[src/rtl/reg_access_ctrl.sv]
// Register-access slave front-end.
// Registers the host bus request, drives decode enable/address into the block,
// and completes each access either directly from internal decode or after a
// deferred handshake on one of NUM_CH memory-style channels. Adds a per-request
// timeout, abort on early deselect, and error status capture.
module reg_access_ctrl #(
    parameter int DATA_W  = 32,
    parameter int ADDR_W  = 32,
    parameter int NUM_CH  = 2,
    parameter int TIMEOUT = 1023,
    parameter int CNT_W   = 16
) (
    input  logic              clock,
    input  logic              reset,
    input  logic              registerSelect,
    input  logic              registerRead,
    input  logic [ADDR_W-3:0] registerAddress,
    input  logic [DATA_W-1:0] registerWriteData,
    input  logic [DATA_W-1:0] readDataInternal,
    input  logic              decodeInternal,
    input  logic [NUM_CH-1:0] memReqTrigger,
    input  logic [NUM_CH-1:0] memAckTrigger,
    output logic [DATA_W-1:0] registerReadData,
    output logic              registerAck,
    output logic              registerError,
    output logic              decodeEn,
    output logic [ADDR_W-1:0] decodeAddress,
    output logic              registerReadS,
    output logic [DATA_W-1:0] registerWriteDataS,
    output logic [NUM_CH-1:0] memChannel,
    output logic              memAbort,
    output logic              timeoutFlag,
    output logic [CNT_W-1:0]  errorCount,
    output logic [ADDR_W-1:0] lastErrAddr
);

    // Timeout counter wide enough for the largest supported TIMEOUT.
    localparam int TO_W = 16;

    typedef enum logic [1:0] {
        ST_IDLE,
        ST_REQ,
        ST_ACK,
        ST_WAIT
    } state_t;

    state_t state;
    state_t state_nxt;

    // Registered bus copies; all decode works from these.
    logic              sel_s;
    logic [ADDR_W-3:0] addr_s;

    // Deferred-access bookkeeping.
    logic [TO_W-1:0]   to_cnt;
    logic              timed_out;
    logic              any_req;
    logic [NUM_CH-1:0] req_pick;
    logic              ch_ack;
    logic              to_expired;

    // Per-cycle decisions produced by the output decoder.
    logic ack_nxt;
    logic err_nxt;
    logic abort_nxt;
    logic to_set;
    logic ch_load;
    logic ch_clear;
    logic rdata_zero;

    // Input stage: capture the bus request every cycle.
    always_ff @(posedge clock or negedge reset) begin
        // NOTE: flops use non-blocking assignments so every register samples
        // pre-edge values regardless of statement or process order.
        if (!reset) begin
            sel_s              <= 1'b0;
            registerReadS      <= 1'b0;
            addr_s             <= '0;
            registerWriteDataS <= '0;
        end else begin
            sel_s              <= registerSelect;
            registerReadS      <= registerRead;
            addr_s             <= registerAddress;
            registerWriteDataS <= registerWriteData;
        end
    end

    assign decodeAddress = {addr_s, 2'b00};
    assign any_req       = |memReqTrigger;
    assign ch_ack        = |(memAckTrigger & memChannel);
    assign to_expired    = (to_cnt == TO_W'(TIMEOUT - 1));

    // Pick the lowest-index channel requesting deferred completion.
    always_comb begin
        req_pick = '0;
        for (int i = 0; i < NUM_CH; i++) begin
            if (memReqTrigger[i] && (req_pick == '0)) begin
                req_pick[i] = 1'b1;
            end
        end
    end

    // State register.
    always_ff @(posedge clock or negedge reset) begin
        if (!reset) begin
            state <= ST_IDLE;
        end else begin
            state <= state_nxt;
        end
    end

    // Next-state decode; abort on deselect outranks a channel ack or timeout.
    always_comb begin
        // NOTE: default every combinational output first so no path through
        // the case leaves it unassigned and infers a latch.
        state_nxt = state;
        case (state)
            ST_IDLE: begin
                if (sel_s) begin
                    state_nxt = any_req ? ST_REQ : ST_WAIT;
                end
            end
            ST_REQ: begin
                if (!sel_s) begin
                    state_nxt = ST_IDLE;
                end else if (ch_ack || to_expired) begin
                    state_nxt = ST_ACK;
                end
            end
            ST_ACK: begin
                state_nxt = ST_WAIT;
            end
            ST_WAIT: begin
                if (!sel_s) begin
                    state_nxt = ST_IDLE;
                end
            end
            default: begin
                state_nxt = ST_IDLE;
            end
        endcase
    end

    // Output decode: decode enable plus the values loaded at the next edge.
    always_comb begin
        decodeEn   = 1'b0;
        ack_nxt    = 1'b0;
        err_nxt    = 1'b0;
        abort_nxt  = 1'b0;
        to_set     = 1'b0;
        ch_load    = 1'b0;
        ch_clear   = 1'b0;
        rdata_zero = 1'b0;
        case (state)
            ST_IDLE: begin
                decodeEn = sel_s;
                if (sel_s && !any_req) begin
                    ack_nxt = 1'b1;
                    err_nxt = !decodeInternal;
                end
                ch_load = sel_s && any_req;
            end
            ST_REQ: begin
                decodeEn = 1'b1;
                if (!sel_s) begin
                    abort_nxt = 1'b1;
                    ch_clear  = 1'b1;
                end else if (!ch_ack && to_expired) begin
                    to_set = 1'b1;
                end
            end
            ST_ACK: begin
                decodeEn   = 1'b1;
                ack_nxt    = 1'b1;
                err_nxt    = !decodeInternal || timed_out;
                rdata_zero = timed_out;
                ch_clear   = 1'b1;
            end
            default: begin
                decodeEn = 1'b0;
            end
        endcase
    end

    // Deferred-access state: channel ownership, timeout counter and flag.
    always_ff @(posedge clock or negedge reset) begin
        if (!reset) begin
            memChannel <= '0;
            to_cnt     <= '0;
            timed_out  <= 1'b0;
        end else begin
            if (ch_load) begin
                memChannel <= req_pick;
            end else if (ch_clear) begin
                memChannel <= '0;
            end

            if (ch_load) begin
                to_cnt <= '0;
            end else if (state == ST_REQ) begin
                to_cnt <= to_cnt + TO_W'(1);
            end

            if (to_set) begin
                timed_out <= 1'b1;
            end else if (ack_nxt) begin
                timed_out <= 1'b0;
            end
        end
    end

    // Completion outputs: ack/error/abort pulses and captured read data.
    always_ff @(posedge clock or negedge reset) begin
        if (!reset) begin
            registerAck      <= 1'b0;
            registerError    <= 1'b0;
            memAbort         <= 1'b0;
            registerReadData <= '0;
        end else begin
            registerAck   <= ack_nxt;
            registerError <= ack_nxt && err_nxt;
            memAbort      <= abort_nxt;
            if (ack_nxt) begin
                registerReadData <= rdata_zero ? '0 : readDataInternal;
            end
        end
    end

    // Error status: saturating error count, last errored address, timeout flag.
    always_ff @(posedge clock or negedge reset) begin
        if (!reset) begin
            errorCount  <= '0;
            lastErrAddr <= '0;
            timeoutFlag <= 1'b0;
        end else begin
            if (ack_nxt && err_nxt) begin
                if (errorCount != '1) begin
                    errorCount <= errorCount + CNT_W'(1);
                end
                lastErrAddr <= decodeAddress;
            end

            if (to_set) begin
                timeoutFlag <= 1'b1;
            end else if (ack_nxt && !err_nxt) begin
                timeoutFlag <= 1'b0;
            end
        end
    end

endmodule

[config.mk]
export PLATFORM = sky130hd
export DESIGN_NAME = reg_access_ctrl
export DESIGN_NICKNAME = d
export VERILOG_FILES = /design/src/rtl/reg_access_ctrl.sv
export SDC_FILE = /design/constraint.sdc
export NUM_CORES = 1
export LEC_CHECK = 0
export CAP_MARGIN = 5
export CORE_UTILIZATION = 39
export CTS_BUF_LIST = sky130_fd_sc_hd__clkbuf_16
export CTS_CLUSTER_SIZE = 28
export DETAILED_ROUTE_END_ITERATION = 10
export HOLD_SLACK_MARGIN = 0.05
export PLACE_DENSITY = 0.77
export SLEW_MARGIN = 25
export SYNTH_ARGS = -nofsm -noshare
export SYNTH_HDL_FRONTEND = slang
export SYNTH_SLANG_ARGS = --single-unit
[constraint.sdc]
create_clock -name clock -period 2 [get_ports clock]
set_clock_uncertainty 0.1 [all_clocks]
set_input_delay 0.4 -clock clock [delete_from_list [all_inputs] [get_ports clock]]
set_output_delay 0.4 -clock clock [all_outputs]
set_load 0.1 [all_outputs]
**After elaboration in Yosys (flattened, before gate mapping)**

Index checks and enable logic that the tools add are counted.

- Add/subtract/negate cells: 2
- Equality and inequality tests: 8
- Mux-type cells: 30
- Bitwise gates (word level): 2
- Reduce and logical (&&, ||, !) cells: 22

Operators by type and width:

| cell | number |
|---|---|
| adder 16 x 1 -> 16 bit (second input constant) | 2 |
| 2-to-1 mux 16 bit | 2 |
| 2-to-1 mux 32 bit | 1 |
| == test 16 x 10 -> 1 bit (second input constant) | 1 |
| inequality test 16 bit (second input constant) | 1 |
| 2-to-1 mux 1 bit | 15 |
| 2-to-1 mux 2 bit | 7 |
| one-hot mux 1 bit (2 select lines) | 4 |
| one-hot mux 2 bit (4 select lines) | 1 |
| nonzero test 2 bit | 4 |
| logical AND 1 bit | 6 |
| OR reduction 2 bit | 3 |
| == test 2 bit (second input constant) | 2 |
| zero test 1 bit | 4 |
| inequality test 2 bit (second input constant) | 2 |
| inequality test 3 bit (second input constant) | 1 |
| AND reduction 3 bit | 1 |
| bitwise AND 2 bit | 1 |
| == test 2 x 1 -> 1 bit (second input constant) | 1 |
| zero test 2 bit | 1 |
| logical OR 1 bit | 2 |
| AND reduction 2 bit | 1 |
| inverter 1 bit | 1 |

- Register bits after elaboration: 167
- Input port bits: 103
- Output and inout port bits: 152
- Word-level logic and storage cells: 79

**Depth between registers and ports, before layout**

Gate-level depths: netlist of the first run.

- Depth after elaboration: 9
- Depth in mapped cells: 10
- Depth with buffers taken out: 7

**Worst setup path before layout of the first run**

No wires, ideal clock.

- Kind: reg2out
- Start point: reg state[0]
- End point: out decodeEn
- Arrival time: 2.121 ns
- Data required time: 1.500 ns
- Setup slack: -0.621 ns
- Cell stages (with the launch flop): 6
- Path buffers: 1
- Cell sequence: dfrtp_1 -> inv_1 -> ha_1 -> buf_2 -> a21oi_1 -> nor2_1

- Longest elaborated chain between the ends: 3
- Elaborated cells on any way between the ends: 5
- Those cells by class: eq/ne: 2; mux: 1; reduce/logical: 2

Ends and longest elaborated chain:

| element | line | RTL |
|---|---|---|
| start: declaration | 47 | `state_t state;` |
| start signal: assignment | 108 | `state <= state_nxt;` |
| == test 2 x 1 -> 1 bit / == test 2 bit (equally long branches) | 154 | `case (state)` |
| OR reduction 2 bit (no source line) | n/a |  |
| one-hot mux 1 bit (2 select lines) * | 154 |  |
| end: declaration | 26 | `output logic decodeEn,` |

Every way passes the cells marked *; elsewhere a longest branch is shown, timed or not.

**Final worst setup path of the first run**

Ends and elaborated chain as after synthesis.

==> results of run 1 <==
[cell usage after synthesis (2+ instances only)]
| cell | number |
|---|---|
| mux2_1 | 2 |
| dfrtp_1 | 167 |
| buf_4 | 4 |
| or3_1 | 3 |
| nand3_1 | 16 |
| nand2_1 | 80 |
| and3_1 | 6 |
| nor4_1 | 3 |
| o21ai_0 | 3 |
| xnor2_1 | 19 |
| buf_2 | 5 |
| nor2_1 | 23 |
| a21oi_1 | 36 |
| a22o_1 | 2 |
| mux2_2 | 6 |
| mux2i_1 | 3 |
| and4_1 | 3 |
| mux2_4 | 23 |
| inv_1 | 9 |
| nand2b_1 | 3 |
| buf_6 | 4 |
| nand4_1 | 10 |
| ha_1 | 8 |
| and2_1 | 3 |
| nor3_1 | 3 |
| xor2_1 | 8 |
| clkbuf_1 | 11 |
[worst max-delay path by stage]
stage                                        to  slack (ps)            startpoint
detailed placement   lastErrAddr[5]$_DFFE_PN0P_        -280      memReqTrigger[1]
global placement     lastErrAddr[5]$_DFFE_PN0P_        -260      memReqTrigger[1]
CTS                                    decodeEn         -60  state[0]$_DFFE_PN0P_
floorplan           lastErrAddr[16]$_DFFE_PN0P_           8  state[0]$_DFFE_PN0P_
global route                           decodeEn        -100  state[0]$_DFFE_PN0P_
finish                                 decodeEn         -30  state[0]$_DFFE_PN0P_
[cells by family (layout without fill, tap and decap cells)]
kind of cell	after synthesis	in the layout	share of synthesized area
buf+inv	34	323	0.0290
fa+ha+maj	8	8	0.0162
compound gates	50	50	0.0487
flops	167	167	0.677
simple gates	156	156	0.114
other cells	1	4	0.000608
xor+xnor	27	27	0.0383
mux	34	34	0.0755
[through the flow]
step | power, mW | util
final | 18.6 | 0.674
after global routing | 19.3 | 0.674
after CTS | 18.7 | 0.671
after detailed placement | 15.3 | 0.629
after global placement | 15.1 | 0.629
after floorplan | 11.7 | -
[timing repair]
item	4_1_cts	5_1_grt
buffers inserted	3	3
pin swaps	2	2
gates resized for setup	8	5
hold buffers	1	0
endpoints found under the setup margin	32	48
endpoints found under the hold margin	49	0
[state kept, by name, summed over array words and instances, names as in the netlist]
| name | flops |
|---|---|
| registerReadData | 32 |
| sel_s | 1 |
| memAbort | 1 |
| registerAck | 1 |
| lastErrAddr | 30 |
| timed_out | 1 |
| registerError | 1 |
| to_cnt | 16 |
| memChannel | 2 |
| errorCount | 16 |
| registerReadS | 1 |
| registerWriteDataS | 32 |
| state | 2 |
| addr_s | 30 |
| timeoutFlag | 1 |
[metal layers]
| layer | up-vias | part of all wire |
|---|---|---|
| li1 | 2131 | - |
| met1 | 2296 | 0.36 |
| met5 | - | 0 |
| met3 | 21 | 0.080 |
| met2 | 172 | 0.54 |
| met4 | 0 | 0.016 |
[area by class of cell]
class | instances | area share
flip-flops and latches | 167 | 0.407
repair buffers | 281 | 0.324
multi-input cells | 279 | 0.183
clock buffers | 17 | 0.0412
well taps | 211 | 0.0256
clock inverters | 15 | 0.0147
inverters | 10 | 0.00364
[critical path, cell delays in order, from the launching register on]
cell and delay [ps]:
dfrtp_1 400, inv_2 100, ha_4 150, buf_6 110, a21oi_4 50, nor2_4 120
buf_12 180
[power by group through the flow]
stage	Clock, mW	Combinational [mW]	Sequential (mW)
2_1_floorplan	0	1.74	10.0
3_3_place_gp	0	10.1	4.99
3_5_place_dp	0	10.3	5.03
4_1_cts	3.26	10.5	4.98
5_1_grt	3.40	10.8	5.06
6_report	3.18	10.5	4.97
==> run_results.csv, run 1 <==
group,metric,value,unit
run_status,outcome,"finished, violations left",
run_status,violations,"setup timing",
timing,period_share,1.01,
floorplanning,row_count,45,
timing,fin_crit,2030,ps
synth,synth_edf_count,0,
final_layout,stdcell_area,0.0103,mm²
grt,antenna_found_initial,0,
synth,syn_avg_cell_area,12.9,µm²
power_and_ir_drop,power_frac_seq,0.267,
clocking,numCtsBuffers,17,
route,wl_per_cell,17.0,µm
timing,drv_slew,0,
timing,setup_viol,1,
critical_path,cp.required,1500,ps
power_and_ir_drop,vdd_ir_drop_max,1.73,mV
grt,grt-ovfl-total,0,
synth,synth_area_leader_cell,"dfrtp_1",
floorplanning,dieArea,0.0163,mm²
route,routed_via_density,4.71,
critical_path,worst-r2r-cell-count,6,
grt,grt_max_degree,54,
clocking,htreeDepth,4,
critical_path,cp.arrival,1530,ps
place,port-buffer-count,250,
synth,synth_area,0.00617,mm²
timing,setup_slack,-25.8,ps
min_path,holdPathEnd,"addr_s[27]$_DFF_PN0_",
final_layout,drive_above_1_share,0.349,
floorplanning,coreArea,0.0153,mm²
job,maxCapViolations,0,
route,vias,4620,
synth,synth_top_area_frac,0.677,
min_path,hold_path_class,"input port to register",
final_layout,finalNonFillerCells,980,
final_layout,fillers,1093,
final_layout,multi_input_area,0.00189,mm²
final_layout,area_growth,67.3,%
critical_path,crit_type,"register to output port",
timing,fin_setup_tns,-25.8,ps
clocking,cts.path.max_buffers,2,
timing,rsz0062_at_grt,"yes",
timing,relSlewSlack,0.649,
critical_path,reg2reg_from,"state[0]$_DFFE_PN0P_",
route,first_iter_violations,436,
synth,synth-main-ff-cell,"dfrtp_1",
clocking,clock_latency,410,ps
critical_path,rr_endpoint,"lastErrAddr[5]$_DFFE_PN0P_",
timing,hold_violations,0,
power_and_ir_drop,p_int,9.42,mW
place,routabilityCongestion,0.777,
place,place_area,0.00963,mm²
power_and_ir_drop,combinationalPowerShare,0.562,
timing,fin_hold_ws,320,ps
power_and_ir_drop,power.density,1800,mW/mm²
synth,netlist_top_cells_area,"dfrtp_1 (68%), mux2_4 (5.6%), nand2_1 (4.9%)",
grt,globalRouteMet2Util,0.376,
route,drcViolationCount,0,
floorplanning,io_pins,255,
place,pre_cts_ws,-279,ps
route,ant_nets,0,
min_path,worstHoldStart,"registerAddress[27]",
timing,timing.fmax,494,MHz
clocking,cts-root-buf,"clkbuf_16",
clocking,clk_pin_slew_worst_paths,70,ps
critical_path,reg2reg_slack,80,ps
final_layout,layout_common_cells,"dfrtp_1 (151), clkdlybuf4s50_1 (101), buf_4 (99)",
synth,ys_types,41,
synth,ys_ff_latch,167,
grt,busiest_layer,"met2",
synth,synthCells,477,
route,first_pass_iters,4,
grt,grt_pass1_wl,26200,µm
floorplanning,initial_core_util,0.403,
critical_path,path_max_fanout,3,
floorplanning,die_w,128,µm
final_layout,final_nets,867,
power_and_ir_drop,pwr-share-clk,0.171,
critical_path,cp-end-kind,"output port",
grt,grt_util_met1,0.234,
place,dp_cells,941,
place,dp_hpwl,12000,µm
synth,ys_warn_count,0,
final_layout,seq_area,0.00420,mm²
min_path,min_delay_path_depth,1,
synth,ys_seq_area_frac,0.677,
power_and_ir_drop,p_leak,4.72,nW
critical_path,cp-start-kind,"register",
timing,tightest_slew,527,ps
grt,met3_usage,0.0755,
clocking,cts_tree,"built",
route,drt-total-wl,16700,µm
grt,grt_use_total,0.210,
floorplanning,die_h,128,µm
synth,async_flop_share,1.00,
power_and_ir_drop,switching_power,9.20,mW
final_layout,antenna_cells,0,
power_and_ir_drop,sw_frac_of_total,0.494,
clocking,clock-sinks,167,
grt,first_global_vias,4946,
final_layout,final_common_cell,"dfrtp_1",
Note: power is estimated with default switching activity, not from simulation.
==> run 2: changes to the inputs <==
--- a/config.mk
+++ b/config.mk
@@ -12,7 +12,7 @@
 export DETAILED_ROUTE_END_ITERATION = 10
 export HOLD_SLACK_MARGIN = 0.05
 export PLACE_DENSITY = 0.77
-export SLEW_MARGIN = 25
+export SLEW_MARGIN = 20
 export SYNTH_ARGS = -nofsm -noshare
 export SYNTH_HDL_FRONTEND = slang
 export SYNTH_SLANG_ARGS = --single-unit
==> results of run 2 <==
No change in the layout: final DEF, timing and power equal those of run 1.
==> run 3: changes to the inputs <==
--- a/config.mk
+++ b/config.mk
@@ -5,7 +5,7 @@
 export SDC_FILE = /design/constraint.sdc
 export NUM_CORES = 1
 export LEC_CHECK = 0
-export CAP_MARGIN = 5
+export CAP_MARGIN = 20
 export CORE_UTILIZATION = 39
 export CTS_BUF_LIST = sky130_fd_sc_hd__clkbuf_16
 export CTS_CLUSTER_SIZE = 28
==> results of run 3 <==
No change in the layout: final DEF, timing and power equal those of run 1.
